## src/rtl/wb_arb_if.sv

```systemverilog
// Bus bundle for wb_arb: pipeline write-back request, LU result handshake and
// register-file write port. The slave modport is the arbiter's side.
interface wb_arb_if #(
    parameter int XLEN = 32
);
    logic            wb_valid_i;
    logic [4:0]      wb_rd_i;
    logic [1:0]      wb_src_i;
    logic [XLEN-1:0] wb_data_i;
    logic [1:0]      wb_sel1_o;
    logic [1:0]      wb_sel2_o;
    logic            lu_valid_i;
    logic            lu_ready_o;
    logic [4:0]      lu_rd_i;
    logic [XLEN-1:0] lu_data_i;
    logic            stall_o;
    logic            rf_we_o;
    logic [4:0]      rf_waddr_o;
    logic [XLEN-1:0] rf_wdata_o;

    modport slave (
        input  wb_valid_i, wb_rd_i, wb_src_i, wb_data_i,
        input  lu_valid_i, lu_rd_i, lu_data_i,
        output wb_sel1_o, wb_sel2_o, lu_ready_o, stall_o,
        output rf_we_o, rf_waddr_o, rf_wdata_o
    );

    modport master (
        output wb_valid_i, wb_rd_i, wb_src_i, wb_data_i,
        output lu_valid_i, lu_rd_i, lu_data_i,
        input  wb_sel1_o, wb_sel2_o, lu_ready_o, stall_o,
        input  rf_we_o, rf_waddr_o, rf_wdata_o
    );
endinterface

```

## src/rtl/wb_arb.sv

```systemverilog
// Write-back select decode and register-file write-port arbiter (pipeline vs LU FIFO).
// Optional macro WB_ARB_BYPASS_EN: grant an LU result straight to the port when the FIFO is empty.
//
// state | meaning
// NORM  | pipeline has priority, FIFO head retires on idle port, wait_cnt tracks LU losses
// DRAIN | stall_o high for one cycle, FIFO head retires, pipeline re-presents next cycle
module wb_arb #(
    parameter int XLEN     = 32,
    parameter int DEPTH    = 2,
    parameter int MAX_WAIT = 4
) (
    input logic      clk,
    input logic      rst,
    wb_arb_if.slave  bus
);
    localparam int PW = $clog2(DEPTH);
    localparam int CW = PW + 1;
    localparam int WW = $clog2(MAX_WAIT) + 1;

    localparam logic [0:0] S_NORM  = 1'b0;
    localparam logic [0:0] S_DRAIN = 1'b1;

    logic [0:0]      state_q, state_d;
    logic [CW-1:0]   count_q, count_d;
    logic [PW-1:0]   rd_ptr_q, rd_ptr_d;
    logic [PW-1:0]   wr_ptr_q, wr_ptr_d;
    logic [WW-1:0]   wait_cnt_q, wait_cnt_d;
    logic            rf_we_q, rf_we_d;
    logic [4:0]      rf_waddr_q, rf_waddr_d;
    logic [XLEN-1:0] rf_wdata_q, rf_wdata_d;

    logic [4:0]      fifo_rd_q   [DEPTH];
    logic [XLEN-1:0] fifo_data_q [DEPTH];

    logic pipe_req, fifo_empty, lu_ready, push, pop, bypass;

    assign pipe_req   = bus.wb_valid_i && (bus.wb_rd_i != 5'd0);
    assign fifo_empty = (count_q == '0);
    assign lu_ready   = (count_q < CW'(DEPTH));

    assign bus.wb_sel1_o  = (bus.wb_src_i[0]) ? 2'b01 : 2'b00;
    assign bus.wb_sel2_o  = (bus.wb_src_i == 2'b10) ? 2'b01 : 2'b00;
    assign bus.lu_ready_o = lu_ready;
    assign bus.stall_o    = (state_q == S_DRAIN);
    assign bus.rf_we_o    = rf_we_q;
    assign bus.rf_waddr_o = rf_waddr_q;
    assign bus.rf_wdata_o = rf_wdata_q;

    always_comb begin
        state_d    = state_q;
        wait_cnt_d = wait_cnt_q;
        pop        = 1'b0;
        bypass     = 1'b0;
        rf_we_d    = 1'b0;
        rf_waddr_d = 5'd0;
        rf_wdata_d = '0;
        case (state_q)
            S_DRAIN: begin
                pop        = !fifo_empty;
                wait_cnt_d = '0;
                state_d    = S_NORM;
            end
            default: begin
                if (pipe_req) begin
                    rf_we_d    = 1'b1;
                    rf_waddr_d = bus.wb_rd_i;
                    rf_wdata_d = bus.wb_data_i;
                    if (fifo_empty) begin
                        wait_cnt_d = '0;
                    end else if (wait_cnt_q == WW'(MAX_WAIT - 1)) begin
                        state_d    = S_DRAIN;
                        wait_cnt_d = '0;
                    end else if (wait_cnt_q != '1) begin
                        wait_cnt_d = wait_cnt_q + WW'(1);
                    end
                end
`ifdef WB_ARB_BYPASS_EN
                else if (fifo_empty && bus.lu_valid_i) begin
                    bypass     = 1'b1;
                    rf_we_d    = (bus.lu_rd_i != 5'd0);
                    rf_waddr_d = bus.lu_rd_i;
                    rf_wdata_d = bus.lu_data_i;
                    wait_cnt_d = '0;
                end
`endif
                else begin
                    pop        = !fifo_empty;
                    wait_cnt_d = '0;
                end
            end
        endcase
        if (pop) begin
            rf_we_d    = (fifo_rd_q[rd_ptr_q] != 5'd0);
            rf_waddr_d = fifo_rd_q[rd_ptr_q];
            rf_wdata_d = fifo_data_q[rd_ptr_q];
        end
    end

    // A bypassed result never enters the FIFO; a full FIFO refuses even with a pop.
    assign push = bus.lu_valid_i && lu_ready && !bypass;

    always_comb begin
        count_d  = count_q + CW'(push) - CW'(pop);
        rd_ptr_d = pop  ? rd_ptr_q + PW'(1) : rd_ptr_q;
        wr_ptr_d = push ? wr_ptr_q + PW'(1) : wr_ptr_q;
    end

    always_ff @(posedge clk or negedge rst) begin
        if (!rst) begin
            state_q    <= S_NORM;
            count_q    <= '0;
            rd_ptr_q   <= '0;
            wr_ptr_q   <= '0;
            wait_cnt_q <= '0;
            rf_we_q    <= 1'b0;
            rf_waddr_q <= 5'd0;
            rf_wdata_q <= '0;
        end else begin
            state_q    <= state_d;
            count_q    <= count_d;
            rd_ptr_q   <= rd_ptr_d;
            wr_ptr_q   <= wr_ptr_d;
            wait_cnt_q <= wait_cnt_d;
            rf_we_q    <= rf_we_d;
            rf_waddr_q <= rf_waddr_d;
            rf_wdata_q <= rf_wdata_d;
        end
    end

    always_ff @(posedge clk) begin
        if (push) begin
            fifo_rd_q[wr_ptr_q]   <= bus.lu_rd_i;
            fifo_data_q[wr_ptr_q] <= bus.lu_data_i;
        end
    end
endmodule
```

## src/flat_wrapper.sv

```systemverilog
// flat-port wrapper written by rule: the top's interface ports become plain ports
module wb_arb_flat 
#(
    parameter int XLEN     = 32,
    parameter int DEPTH    = 2,
    parameter int MAX_WAIT = 4
)
  (clk, rst, bus_wb_valid_i, bus_wb_rd_i, bus_wb_src_i, bus_wb_data_i, bus_lu_valid_i, bus_lu_rd_i, bus_lu_data_i, bus_wb_sel1_o, bus_wb_sel2_o, bus_lu_ready_o, bus_stall_o, bus_rf_we_o, bus_rf_waddr_o, bus_rf_wdata_o);
  wb_arb_if #(.XLEN(XLEN)) bus_i ();
  input logic clk;
  input logic rst;
  input wire logic [$bits(bus_i.wb_valid_i)-1:0] bus_wb_valid_i;
  input wire logic [$bits(bus_i.wb_rd_i)-1:0] bus_wb_rd_i;
  input wire logic [$bits(bus_i.wb_src_i)-1:0] bus_wb_src_i;
  input wire logic [$bits(bus_i.wb_data_i)-1:0] bus_wb_data_i;
  input wire logic [$bits(bus_i.lu_valid_i)-1:0] bus_lu_valid_i;
  input wire logic [$bits(bus_i.lu_rd_i)-1:0] bus_lu_rd_i;
  input wire logic [$bits(bus_i.lu_data_i)-1:0] bus_lu_data_i;
  output wire logic [$bits(bus_i.wb_sel1_o)-1:0] bus_wb_sel1_o;
  output wire logic [$bits(bus_i.wb_sel2_o)-1:0] bus_wb_sel2_o;
  output wire logic [$bits(bus_i.lu_ready_o)-1:0] bus_lu_ready_o;
  output wire logic [$bits(bus_i.stall_o)-1:0] bus_stall_o;
  output wire logic [$bits(bus_i.rf_we_o)-1:0] bus_rf_we_o;
  output wire logic [$bits(bus_i.rf_waddr_o)-1:0] bus_rf_waddr_o;
  output wire logic [$bits(bus_i.rf_wdata_o)-1:0] bus_rf_wdata_o;
  assign bus_i.wb_valid_i = bus_wb_valid_i;
  assign bus_i.wb_rd_i = bus_wb_rd_i;
  assign bus_i.wb_src_i = bus_wb_src_i;
  assign bus_i.wb_data_i = bus_wb_data_i;
  assign bus_i.lu_valid_i = bus_lu_valid_i;
  assign bus_i.lu_rd_i = bus_lu_rd_i;
  assign bus_i.lu_data_i = bus_lu_data_i;
  assign bus_wb_sel1_o = bus_i.wb_sel1_o;
  assign bus_wb_sel2_o = bus_i.wb_sel2_o;
  assign bus_lu_ready_o = bus_i.lu_ready_o;
  assign bus_stall_o = bus_i.stall_o;
  assign bus_rf_we_o = bus_i.rf_we_o;
  assign bus_rf_waddr_o = bus_i.rf_waddr_o;
  assign bus_rf_wdata_o = bus_i.rf_wdata_o;
  wb_arb #(.XLEN(XLEN), .DEPTH(DEPTH), .MAX_WAIT(MAX_WAIT)) u_core (.clk(clk), .rst(rst), .bus(bus_i));
endmodule
```

## config.mk

```make
export PLATFORM = sky130hd
export DESIGN_NAME = wb_arb_flat
export DESIGN_NICKNAME = d
export VERILOG_FILES = /design/src/rtl/wb_arb_if.sv /design/src/rtl/wb_arb.sv /design/src/flat_wrapper.sv
export SDC_FILE = /design/constraint.sdc
export NUM_CORES = 1
export LEC_CHECK = 0
export ABC_CLOCK_PERIOD_IN_PS = 4250
export CAP_MARGIN = 25
export CORE_ASPECT_RATIO = 0.6
export CORE_MARGIN = 10
export CORE_UTILIZATION = 44
export DETAILED_ROUTE_END_ITERATION = 10
export DONT_BUFFER_PORTS = 1
export PLACE_DENSITY = 0.71
export SLEW_MARGIN = 5
export SYNTH_ARGS = -nofsm -noshare
export SYNTH_HDL_FRONTEND = slang
export SYNTH_SLANG_ARGS = --single-unit
export TNS_END_PERCENT = 30
```

## constraint.sdc

```tcl
create_clock -name clk -period 4.25 [get_ports clk]
set_clock_uncertainty 0.2 [all_clocks]
set_input_delay 0.6375 -clock clk [delete_from_list [all_inputs] [get_ports clk]]
set_output_delay 0.6375 -clock clk [all_outputs]
set_load 0.05 [all_outputs]
```

==> results of run 1 <==
## kinds of logic (layout without fill, tap and decap cells)
family	count (synthesis)	in the layout	share of synthesized area [%]
fa+ha+maj	2	2	0.5381
other cells	1	2	0.08065
simple gates	59	59	5.948
mux	70	70	15.96
compound gates	13	13	2.341
buf+inv	17	40	2.206
flops	120	120	72.55
xor+xnor	2	2	0.3768
## cell usage in the layout, fill, tap and decap left out, drive strengths merged, types with 2 or more instances in the layout
| cell type | synthesis | final |
|---|---|---|
| nor3 | 3 | 3 |
| mux2 | 33 | 33 |
| buf | 10 | 6 |
| clkinvlp | 0 | 3 |
| nand2 | 5 | 5 |
| dfrtp | 46 | 46 |
| inv | 1 | 2 |
| clkbuf | 6 | 21 |
| bufinv | 0 | 4 |
| mux2i | 37 | 37 |
| nor2 | 35 | 35 |
| or3 | 2 | 2 |
| ha | 2 | 2 |
| conb | 1 | 2 |
| edfxtp | 74 | 74 |
| o31ai | 7 | 7 |
| o21ai | 2 | 2 |
| clkinv | 0 | 3 |
| nor2b | 5 | 5 |
| and3 | 2 | 2 |
## registers in the layout, indices dropped and copies added (netlist names)
register / cells
u_core.bus.rf_waddr_o: 5
u_core.bus.rf_wdata_o: 32
u_core.bus.rf_we_o: 1
u_core.bus.stall_o: 1
u_core.count_q: 2
u_core.fifo_data_q: 64
u_core.fifo_rd_q: 10
u_core.rd_ptr_q: 1
u_core.wait_cnt_q: 3
u_core.wr_ptr_q: 1
## per-stage QoR
step                instance area [sq um]  worst slack (ps)
floorplan                            4653              1032
global placement                     4763              1667
detailed placement                   4791              1658
CTS                                  5459              1682
global route                         5487              1567
finish                               5487              1691
## layer usage
layer | vias to the layer above | share of wire, % | track usage, %
met1 | 1146 | 42 | 14.65
met3 | 6 | 12 | 8.430
met4 | 0 | 0.53 | 3.504
li1 | 1064 | - | -
met5 | - | 0 | 0
met2 | 90 | 46 | 18.25
## worst reg2reg max path, stage by stage (launching register included)
cell     delay, ps
dfrtp_1        560
nor2b_1        650
o31ai_4        160
buf_4          270
mux2_2         300
ha_1           190
xnor2_1        120
## path summary, 6_finish.rpt
path | endpoint
setup reg to reg | u_core.count_q[1]
setup / recovery | u_core.count_q[1]
hold reg to reg | u_core.bus.stall_o
max in group asynchronous | u_core.rd_ptr_q
hold / removal | u_core.fifo_rd_q[0][2]
min in group asynchronous | u_core.bus.rf_waddr_o[4]
## layout make-up
class | instances | area [sq um]
Timing Repair Buffer | 7 | 115.1
Fill cell | 838 | 4603
Clock buffer | 21 | 460.4
Sequential cell | 120 | 3374
Inverter | 1 | 3.754
Multi-Input combinational cell | 148 | 1194
Tap cell | 135 | 168.9
Clock inverter | 11 | 170.2
## power by group through the flow
stage	registers (uW)	clock network, uW	logic [uW]
floorplan	2090	0	602
global placement	2190	0	671
detailed placement	2200	0	710
CTS	2180	1530	726
global route	2200	1600	823
finish	2170	1500	744
==> results list, run 1 <==
* Maximum clock insertion buffer count: 2
- Counting instances, the worst hold path has a depth of 0.
- For this run, the number of Yosys warnings is 0.
* Final Setup Violations: 0
* Reg-to-reg startpoint: u_core.bus.stall_o
- CP max-delay cell: nor2b_1
- Iteration-0 DRC Markers: between 150 and 200
* Result of the run: finished clean
- The number of buffers and inverters on the critical path is 1.
- Kind of critical path: flip-flop to flip-flop
- Vias in the first global route: approximately 2400
- Cells fill between 50% and 60% of the core in the end.
- Unrepaired setup endpoints after global routing: false
- Commonest cells in the synthesized netlist: 74 x edfxtp_1, 46 x dfrtp_1, 37 x mux2i_1
* Number of sinks driven by the clock tree: 120
* Worst reg-to-reg setup slack: between 1500 and 2000 ps
- Power density cells: 805.1 nW/um^2
- Headroom to the max-slew limit came out at a little under two fifths.
* Most common cell in the synthesized netlist: edfxtp_1
* Clk network pwr share: 34.1%
- Across the run, the number of max-cap violations was 0.
* Max Clk Rate: 390.8 MHz
* Die Ht: 99.63 microns
- Area share of the leading cell type in the synthesized netlist: 47.79%
* Netlist cell types: 35
- Effective utilization at floorplan: 46.08%
* Port Buffers: 0
* Worst setup path startpoint: u_core.bus.stall_o
- Antenna violations before repair: 1
* Net switching component of the power: about 1500 uW
- Share of cells above drive strength 1: 24.35%
- Clock tree synthesis inserted a total of 17 buffers.
- Flip-flop and latch count after synthesis: 120
* Gr ovfl total: 0
- The kind of cell with the highest combined delay along the critical path is simple AND/OR/NAND/NOR gates.
* Largest stage delay on the critical path: 650 ps
- Cell depth of the worst flop-to-flop path: 6
* Via count: between 2000 and 2500
- TritonCTS built the clock tree.
- In the synthesized netlist the dominant register cell turns out to be edfxtp_1.
* Maximum fanout along the worst path: 21
* Portion of the post-synthesis area used by sequential elements: 72.55%
- At the end of the flow, the number of nets in the layout was 377.
- Cell-by-cell trace of the critical path: nor2b_1, o31ai_4, buf_4, mux2_2, ha_1, xnor2_1
* Kind of end point of the critical path: flip-flop
* Hpwl dp: ~6600 microns
* Number of standard-cell rows in the floorplan: 28
- In this run the remaining antenna-violating nets after routing total 0.
* Worst Setup Start Kind: flip-flop
- Ratio of final minimum period to clock period: 60.21%
- Final-layout worst hold slack: roughly 140 ps
- Int Power: 2908 uW
* Launch point of the worst hold path: bus_lu_rd_i[2]
- Net switching is 34.16% of the power.
- The floorplan step set the die width to around 150 microns.
- Leaving out filler cells and counting taps, the final layout contains 443.
* Post-CTS setup buffer count: 0
- For the pin with the worst max-slew slack, the measured transition is 940.8 ps.
* Wirelength, routed: 9461 microns
- Area growth from synthesis to layout: 18.00%
* Number of gates resized after CTS: 0
* Total power draw: roughly 4400 uW
- Pin placement for this block handled 124 I/O pins.
- Full die area: 15210 sq um
* Number of flops mapped to enable cells by yosys: between 70 and 80
- The core region is 10090 sq um.
- Number of iterations in the first detailed-routing pass: 4
* Final-layout setup total negative slack: 0 ps
* Final routed DRC violation total: 0
* All-layer global routing usage: 12.48%
* Cells after Synth: 284
- Cell taking the most area after synthesis: edfxtp_1
- H-tree levels: 4
- The synthesized netlist occupies a cell area of 4649 sq um.
- Dividing the detail-routed wire length by the instance count gives approximately 21 microns.
- Cell types with the largest area share after synthesis: edfxtp_1 48%, dfrtp_1 25%, mux2i_1 8.0%
* Final critical path time including I/O delays and setup: 2559 ps
- Counting buffers and inverters, the worst setup path is 6 cells deep.
* Synth Area per Inst: 16.37 sq um
- Dividing the detail-routed via count by the number of cells gives 5.205.
- # diodes: 0
- The share of total power dissipated in sequential elements is 49.1%.
- The number of slew-limit violations in the final report came to 0.
- Fin. Hold Viols: 0
- Share of power burned in combinational logic: 16.8%
- Total leakage power: 0.002128 uW
* Peak supply drop: between 0.3 and 0.4 mV
- Clk Tree Root Cell: clkbuf_16
- Of all flip-flops after synthesis, the portion carrying an async set or reset was 38.33%.
- Path class of the lowest-slack min-delay path: input port to flip-flop
- Critical path data arrival time: around 2600 ps
- Cells after DPL: slightly above 400
- The clock reaches the later pin of the worst-skew pair after 390 ps.
- Wire length of the first global-routing pass: 14670 microns
- STA puts the critical path data required time at 4320 ps.
- Placer's final routability congestion estimate: approximately 0.7
- Entering global routing, the biggest net connects 47 pins.
- Reg clk slew, reported paths: 60 ps
- Hold bufs inserted after CTS: 2
Power figures use the tool's default switching activity.
==> run 2: changes to the inputs <==
--- a/config.mk
+++ b/config.mk
@@ -5,14 +5,14 @@
 export SDC_FILE = /design/constraint.sdc
 export NUM_CORES = 1
 export LEC_CHECK = 0
-export ABC_CLOCK_PERIOD_IN_PS = 4250
+export ABC_CLOCK_PERIOD_IN_PS = 2300
 export CAP_MARGIN = 25
 export CORE_ASPECT_RATIO = 0.6
 export CORE_MARGIN = 10
 export CORE_UTILIZATION = 44
 export DETAILED_ROUTE_END_ITERATION = 10
 export DONT_BUFFER_PORTS = 1
-export PLACE_DENSITY = 0.71
+export PLACE_DENSITY = 0.73
 export SLEW_MARGIN = 5
 export SYNTH_ARGS = -nofsm -noshare
 export SYNTH_HDL_FRONTEND = slang
==> constraint.sdc (replaced) <==
create_clock -name clk -period 2.3 [get_ports clk]
set_clock_uncertainty 0.2 [all_clocks]
set_input_delay 0.345 -clock clk [delete_from_list [all_inputs] [get_ports clk]]
set_output_delay 0.345 -clock clk [all_outputs]
set_load 0.05 [all_outputs]
==> run 2 against run 1 <==
Effect of this change:
- via count increased by 16%
- design area increased by 13%
- sequential share of layout area decreased by 7.1 points
- count of clock-buffer cells in the layout decreased by 1
- maximum frequency increased by 42%
- worst setup slack got worse by 1200 ps
- flip-flop and latch count unchanged
- sequential power increased by 80%
- hold slack got worse by 33 ps
==> results list, run 2 (same netlist as run 1, synthesis figures left out) <==
- Largest stage delay on the critical path: 440 ps
* Effective utilization at floorplan: 46.08%
- Setup repair after global routing left no endpoint under its margin.
* Worst Setup Start Kind: flip-flop
- Launch point of the worst hold path: bus_lu_valid_i
- Counting every sink on the clock net gives 120.
* CTS tree: yes
* CTS buffer count: 17
- Final routed DRC violation total: 0
- At the end of routability-driven placement, the weighted congestion stood at approximately 0.69.
* Final number of max-transition violations: 0
* CP top delay family: simple AND/OR/NAND/NOR gates
- In the detailed route, the total length drawn on met2 is 5131 microns.
- The first global-routing pass estimated between 15000 and 20000 microns of wire.
- Setup violations remaining at the end of the flow were counted as 0.
* Maximum number of pins on one net before global-route repair: 47
- Via count: 2670
- Worst setup path startpoint: u_core.count_q[1]
- Sequential cells burn 48.6% of the power.
- Internal power comes to 5258 uW.
- Together, buffers and inverters on the worst path number 1.
* Top layer used by detailed routing: met4
- Critical path data arrival time: 1680 ps
- Via density: 5.076
- The first routing iteration left between 100 and 150 violations.
- Maximum fanout along the worst path: 20
* CP max-delay cell: dfrtp_1
* All-layer global routing usage: 14.46%
* Die Ht: between 90 and 100 microns
- Met3 wire length: 895 microns
* Total leakage power: 0.002443 uW
* Max Clk Rate: 553.7 MHz
- For the final routed database, the setup TNS stands at 0 ps.
- For this block, wires on met1 add up to about 4600 microns.
* Most used cells in the layout excluding fill and tap cells: 75 x dlygate4sd3_1, 74 x edfxtp_1, 45 x dfrtp_1
* Cell-by-cell trace of the critical path: nor2b_1, nor2b_4, buf_4
* Reg-to-reg startpoint: u_core.count_q[1]
- During I/O placement, the number of pins put on the boundary was 124.
- The die covers 15210 sq um.
* Fin. Hold Viols: 0
* Kind of end point of the critical path: flip-flop
* Kind of critical path: flip-flop to flip-flop
* Hpwl dp: 6929 microns
- The initial antenna violation count is 0.
* Share of cells above drive strength 1: 20.77%
- In the finished design, the share of the clock period the worst path needs comes to 78.52%.
* Maximum clock insertion buffer count: 2
- Buffers placed on the I/O ports in this run total 0.
* Number of max-cap violations: 0
* Clock latency on the worst-skew pair: 400 ps
- IR analysis of the VDD net gives a maximum drop of ~0.85 mV.
* Most flop-heavy register: u_core.fifo_data_q
* Area growth from synthesis to layout: 33.40%
- At the worst endpoint, the required time is roughly 2200 ps.
- From left edge to right edge, the die measures 152.7 microns.
* Antenna viol nets, final: 0
- Summed over all layers, the global routing overflow is 0.
- Post-route standard cell area excluding fillers: 6202 sq um
- H-tree levels: 4
- Final critical path time including I/O delays and setup: 1806 ps
* Clk Tree Root Cell: clkbuf_16
- Leaving out fill and tap cells, the most frequent cell in the layout is dlygate4sd3_1.
- Vias in the first global route: 2907
- The routed design has between 10000 and 15000 microns of wire.
* Result of the run: finished clean
- Clock-pin slew was measured on the worst setup and hold paths at 50 ps.
- The initialized floorplan defines 28 standard-cell rows.
* Area after detailed placement: 4853 sq um
- Worst slack, placed: 281.1 ps
* Power density cells: 1298 nW/um^2
- The path class of the tightest hold or removal check is input port to flip-flop.
* Number of iterations in the first detailed-routing pass: 4
* Share of power burned in combinational logic: 19.8%
- The analysis attributes to net switching a power of 2795 uW.
- Clk network pwr share: approximately a third
* Area inside the core boundary: 10090 sq um
* Count of nets after finishing: between 400 and 500
* Largest register FFs: 64
* Detailed-route wire length per cell: 20.43 microns
- In the post-route analysis, the smallest setup slack over all paths is about 500 ps.
* Switching fraction of total power: 34.71%
==> run 2: power groups by stage <==
stage                     combinational [uW]  sequential (uW)  clock, uW
final                                   1600             3910       2540
after floorplan                         1110             3860          0
after global routing                    1770             3970       2690
after CTS                               1610             3920       2580
after global placement                  1440             3940          0
after detailed placement                1470             3960          0
==> run 2: path summary, 6_finish.rpt <==
check,end,slack [ps],cells past startpoint
max,u_core.fifo_data_q[0][17],490,3
min,u_core.wr_ptr_q,100,2
max reg2reg,u_core.fifo_data_q[0][17],490,3
min reg2reg,u_core.bus.stall_o,320,1
max in group asynchronous,u_core.rd_ptr_q,1390,2
min in group asynchronous,u_core.bus.rf_wdata_o[1],260,2
==> run 2: through the flow <==
stage | cells | total power [uW] | utilization [%] | hold slack (ps)
2_1_floorplan | 285 | 4969 | - | -150.6
3_3_place_gp | 419 | 5382 | 48.10 | -148.2
3_5_place_dp | 419 | 5427 | 48.10 | -148.2
4_1_cts | 525 | 8109 | 61.45 | 82.82
5_1_grt | 525 | 8428 | 61.45 | 108.7
6_report | 526 | 8053 | 61.47 | 102.3
==> run 2: metal layers <==
layer  up-vias  track usage [%]
li1       1235                -
met1      1305            17.38
met2       113            22.44
met3        17            6.065
met4         0            6.423
met5         -                0
==> run 2: cell type report <==
class / count / area, sq um
clock inverter: 10 / 131.4
timing repair buffer: 91 / 890.9
antenna: 1 / 2.502
clock buffer: 20 / 436.7
multi-input combinational: 148 / 1194
fill: 742 / 3887
sequential: 120 / 3374
inverter: 1 / 3.754
tap: 135 / 168.9
==> run 2: worst register-to-register path: stages (launching register included) <==
cell and delay [ps]:
dfrtp_1 440, nor2b_1 320, nor2b_4 220, buf_4 290
==> run 2: timing repair <==
action | CTS | global route
hold buffers | 76 | 0
resized for setup | 0 | 0
hold endpoints to repair | 158 | 0
buffers inserted | 0 | 0
==> run 3: changes to the inputs <==
--- a/config.mk
+++ b/config.mk
@@ -5,7 +5,7 @@
 export SDC_FILE = /design/constraint.sdc
 export NUM_CORES = 1
 export LEC_CHECK = 0
-export ABC_CLOCK_PERIOD_IN_PS = 2300
+export ABC_CLOCK_PERIOD_IN_PS = 1650
 export CAP_MARGIN = 25
 export CORE_ASPECT_RATIO = 0.6
 export CORE_MARGIN = 10
==> constraint.sdc (replaced) <==
create_clock -name clk -period 1.65 [get_ports clk]
set_clock_uncertainty 0.2 [all_clocks]
set_input_delay 0.2475 -clock clk [delete_from_list [all_inputs] [get_ports clk]]
set_output_delay 0.2475 -clock clk [all_outputs]
set_load 0.05 [all_outputs]
==> run 3 against run 2 <==
Effect of this change:
- power up 49%
- global-route usage increased by 0.59 points
- flip-flop and latch count unchanged
- hold slack got worse by 100 ps
- final cell count is 1.1% higher
- sequential power increased by 40%
- combinational power up 62%
==> results list, run 3 (same netlist as run 1, synthesis figures left out) <==
- On the critical path, the stage with the largest delay is an instance of dfrtp_2.
* Power density cells: 1861 nW/um^2
- Hpwl dp: roughly 7200 microns
* Iteration-0 DRC Markers: between 100 and 150
* Number of max-cap violations: 0
- Data arrives at the worst endpoint at 1490 ps.
* Via density: 5.092
- Setup violations remaining at the end of the flow were counted as 0.
- For hold timing, the worst endpoint is u_core.bus.rf_we_o.
* Hold bufs inserted after CTS: 77
- Power comes to roughly 12000 uW.
* Fin. Hold Viols: 0
- Boundary Pins: 124
* Worst slack, placed: -305.9 ps
* Count of nets after finishing: around 470
- Antenna violations before repair: 0
- CP Depth: 3
* Max Clk Rate: 629.3 MHz
- Placer's final routability congestion estimate: 0.7816
- Via count: 2709
* Final number of max-transition violations: 0
- Most frequent standard cell in the layout excluding fill and tap cells: dlygate4sd3_1
- The critical path goes through nor2b_4, nor2b_4, buf_12.
* Total leakage power: 0.002550 uW
- Setup repair after global routing could not meet its margin everywhere.
* Final critical path time including I/O delays and setup: 1589 ps
- Ranked by flip-flop count, first place goes to u_core.fifo_data_q.
- Buf/Inv on CP: 1
- The worst register-to-register path begins at u_core.count_q[1].
- CP top delay family: flip-flops
* Final-layout setup total negative slack: 0 ps
- Antenna viol nets, final: 0
* Kind of end point of the critical path: flip-flop
* Reg clk slew, reported paths: 50 ps
- Peak supply drop: 0.8735 mV
- Full die area: approximately 15000 sq um
* All-layer global routing usage: 15.04%
- Measured along the y axis, the die boundary spans 99.63 microns.
* Largest stage delay on the critical path: 470 ps
* Worst Setup Start Kind: flip-flop
- CTS tree: yes
* Maximum clock insertion buffer count: 2
- Kind of critical path: flip-flop to flip-flop
* Worst reg-to-reg setup slack: approximately 61 ps
- Vias in the first global route: between 2000 and 3000
* Maximum number of pins on one net before global-route repair: 47
- The total overflow left after global routing is 0.
- STA puts the critical path data required time at 1550 ps.
- Hold is met by 1.103 ps.
* Port Buffers: 0
- The die is 152.7 microns wide.
* Wirelength, routed: between 10000 and 15000 microns
* Area growth from synthesis to layout: 38.81%
- Along the worst hold path, the cell count comes to 3.
- For this run, the detailed router's first-pass iteration total came to 4.
* Wire length of the first global-routing pass: 17750 microns
- Path class of the lowest-slack min-delay path: input port to flip-flop
- Maximum fanout along the worst path: 20
* Number of standard-cell rows in the floorplan: 28
* Result of the run: finished clean
- Measured in cells, the most critical reg-to-reg path has a length of 3.
* Final worst-path setup slack: 61.00 ps
- CTS saw between 100 and 150 sinks.
* H-tree levels: 4
- # diodes: 0
- In this run the standard cell core region covers 10090 sq um.
- TritonCTS created 17 clock buffers.
* Launch point of the worst hold path: bus_wb_rd_i[4]
- Most frequent CP cell: nor2b_4
* Measured slew at the worst slew-check pin: 509.5 ps
- In the final routed layout, each cell accounts on average for 21.13 microns.
- In the layout the commonest cells are 76 x dlygate4sd3_1, 74 x edfxtp_1, 44 x dfrtp_1.
- For this configuration, the core starts out at a cell density of 46.08%.
- Final routed DRC violation total: 0
- Share of cells above drive strength 1: about a quarter
- Clock latency on the worst-skew pair, taken at its later pin, is 400 ps.
- The worst register-to-register path ends at u_core.fifo_data_q[0][14].
- The register with the most flip-flops in the layout has 64 of them.
- CTS placed an instance of clkbuf_16 at the clock tree root.
- Headroom to the max-slew limit came out at 66.05%.
* Ratio of final minimum period to clock period: a little over nine tenths
==> run 3: layer usage <==
metal	global-route usage (%)	up-vias	wire, microns
li1	-	1241	-
met1	18.12	1345	4833
met2	23.83	107	5462
met3	6.452	16	816
met4	5.328	0	131
met5	0	-	0
==> run 3: what timing repair did <==
action | 4_1_cts | 5_1_grt
buffers inserted | 0 | 0
setup endpoints to repair | 4 | 16
hold endpoints to repair | 159 | 1
resized for setup | 4 | 6
==> run 3: final cells by class <==
class | count | area, sq um
Tap cell | 135 | 168.9
Clock buffer | 19 | 432.9
Fill cell | 706 | 3636
Sequential cell | 120 | 3376
Timing Repair Buffer | 96 | 1030
Inverter | 1 | 3.754
Multi-Input combinational cell | 148 | 1240
Clock inverter | 13 | 202.7
==> run 3: worst reg2reg max path, cell delays in order (launching register included) <==
cell and delay (ps):
dfrtp_2 470, nor2b_4 190, nor2b_4 230, buf_12 190
==> run 3: how the worst max path moves through the flow <==
| stage | from | endpoint | slack (ps) |
|---|---|---|---|
| detailed placement | bus_wb_rd_i[2] | u_core.bus.rf_wdata_o[3] | -310 |
| global route | u_core.count_q[1] | u_core.fifo_data_q[0][15] | -2 |
| CTS | u_core.count_q[1] | bus_lu_ready_o | 20 |
| finish | u_core.count_q[1] | u_core.fifo_data_q[0][14] | 60 |
| floorplan | bus_wb_rd_i[2] | u_core.count_q[1] | -400 |
| global placement | bus_wb_rd_i[2] | u_core.bus.rf_wdata_o[5] | -260 |
==> run 3: per-stage QoR <==
step / instances / util [%] / area [sq um]
floorplan: 285 / - / 4686
global placement: 423 / 49.50 / 4995
detailed placement: 423 / 49.50 / 4995
CTS: 532 / 63.76 / 6434
global route: 532 / 63.96 / 6454
finish: 532 / 63.96 / 6454
==> run 3: power breakdown <==
group          total (uW)  internal [uW]  switching (uW)  leakage, uW
clock network        3940           2670            1270     0.000307
logic                2590           1230            1360     0.000993
registers            5480           4000            1480      0.00125
total               12000           7900            4110      0.00255
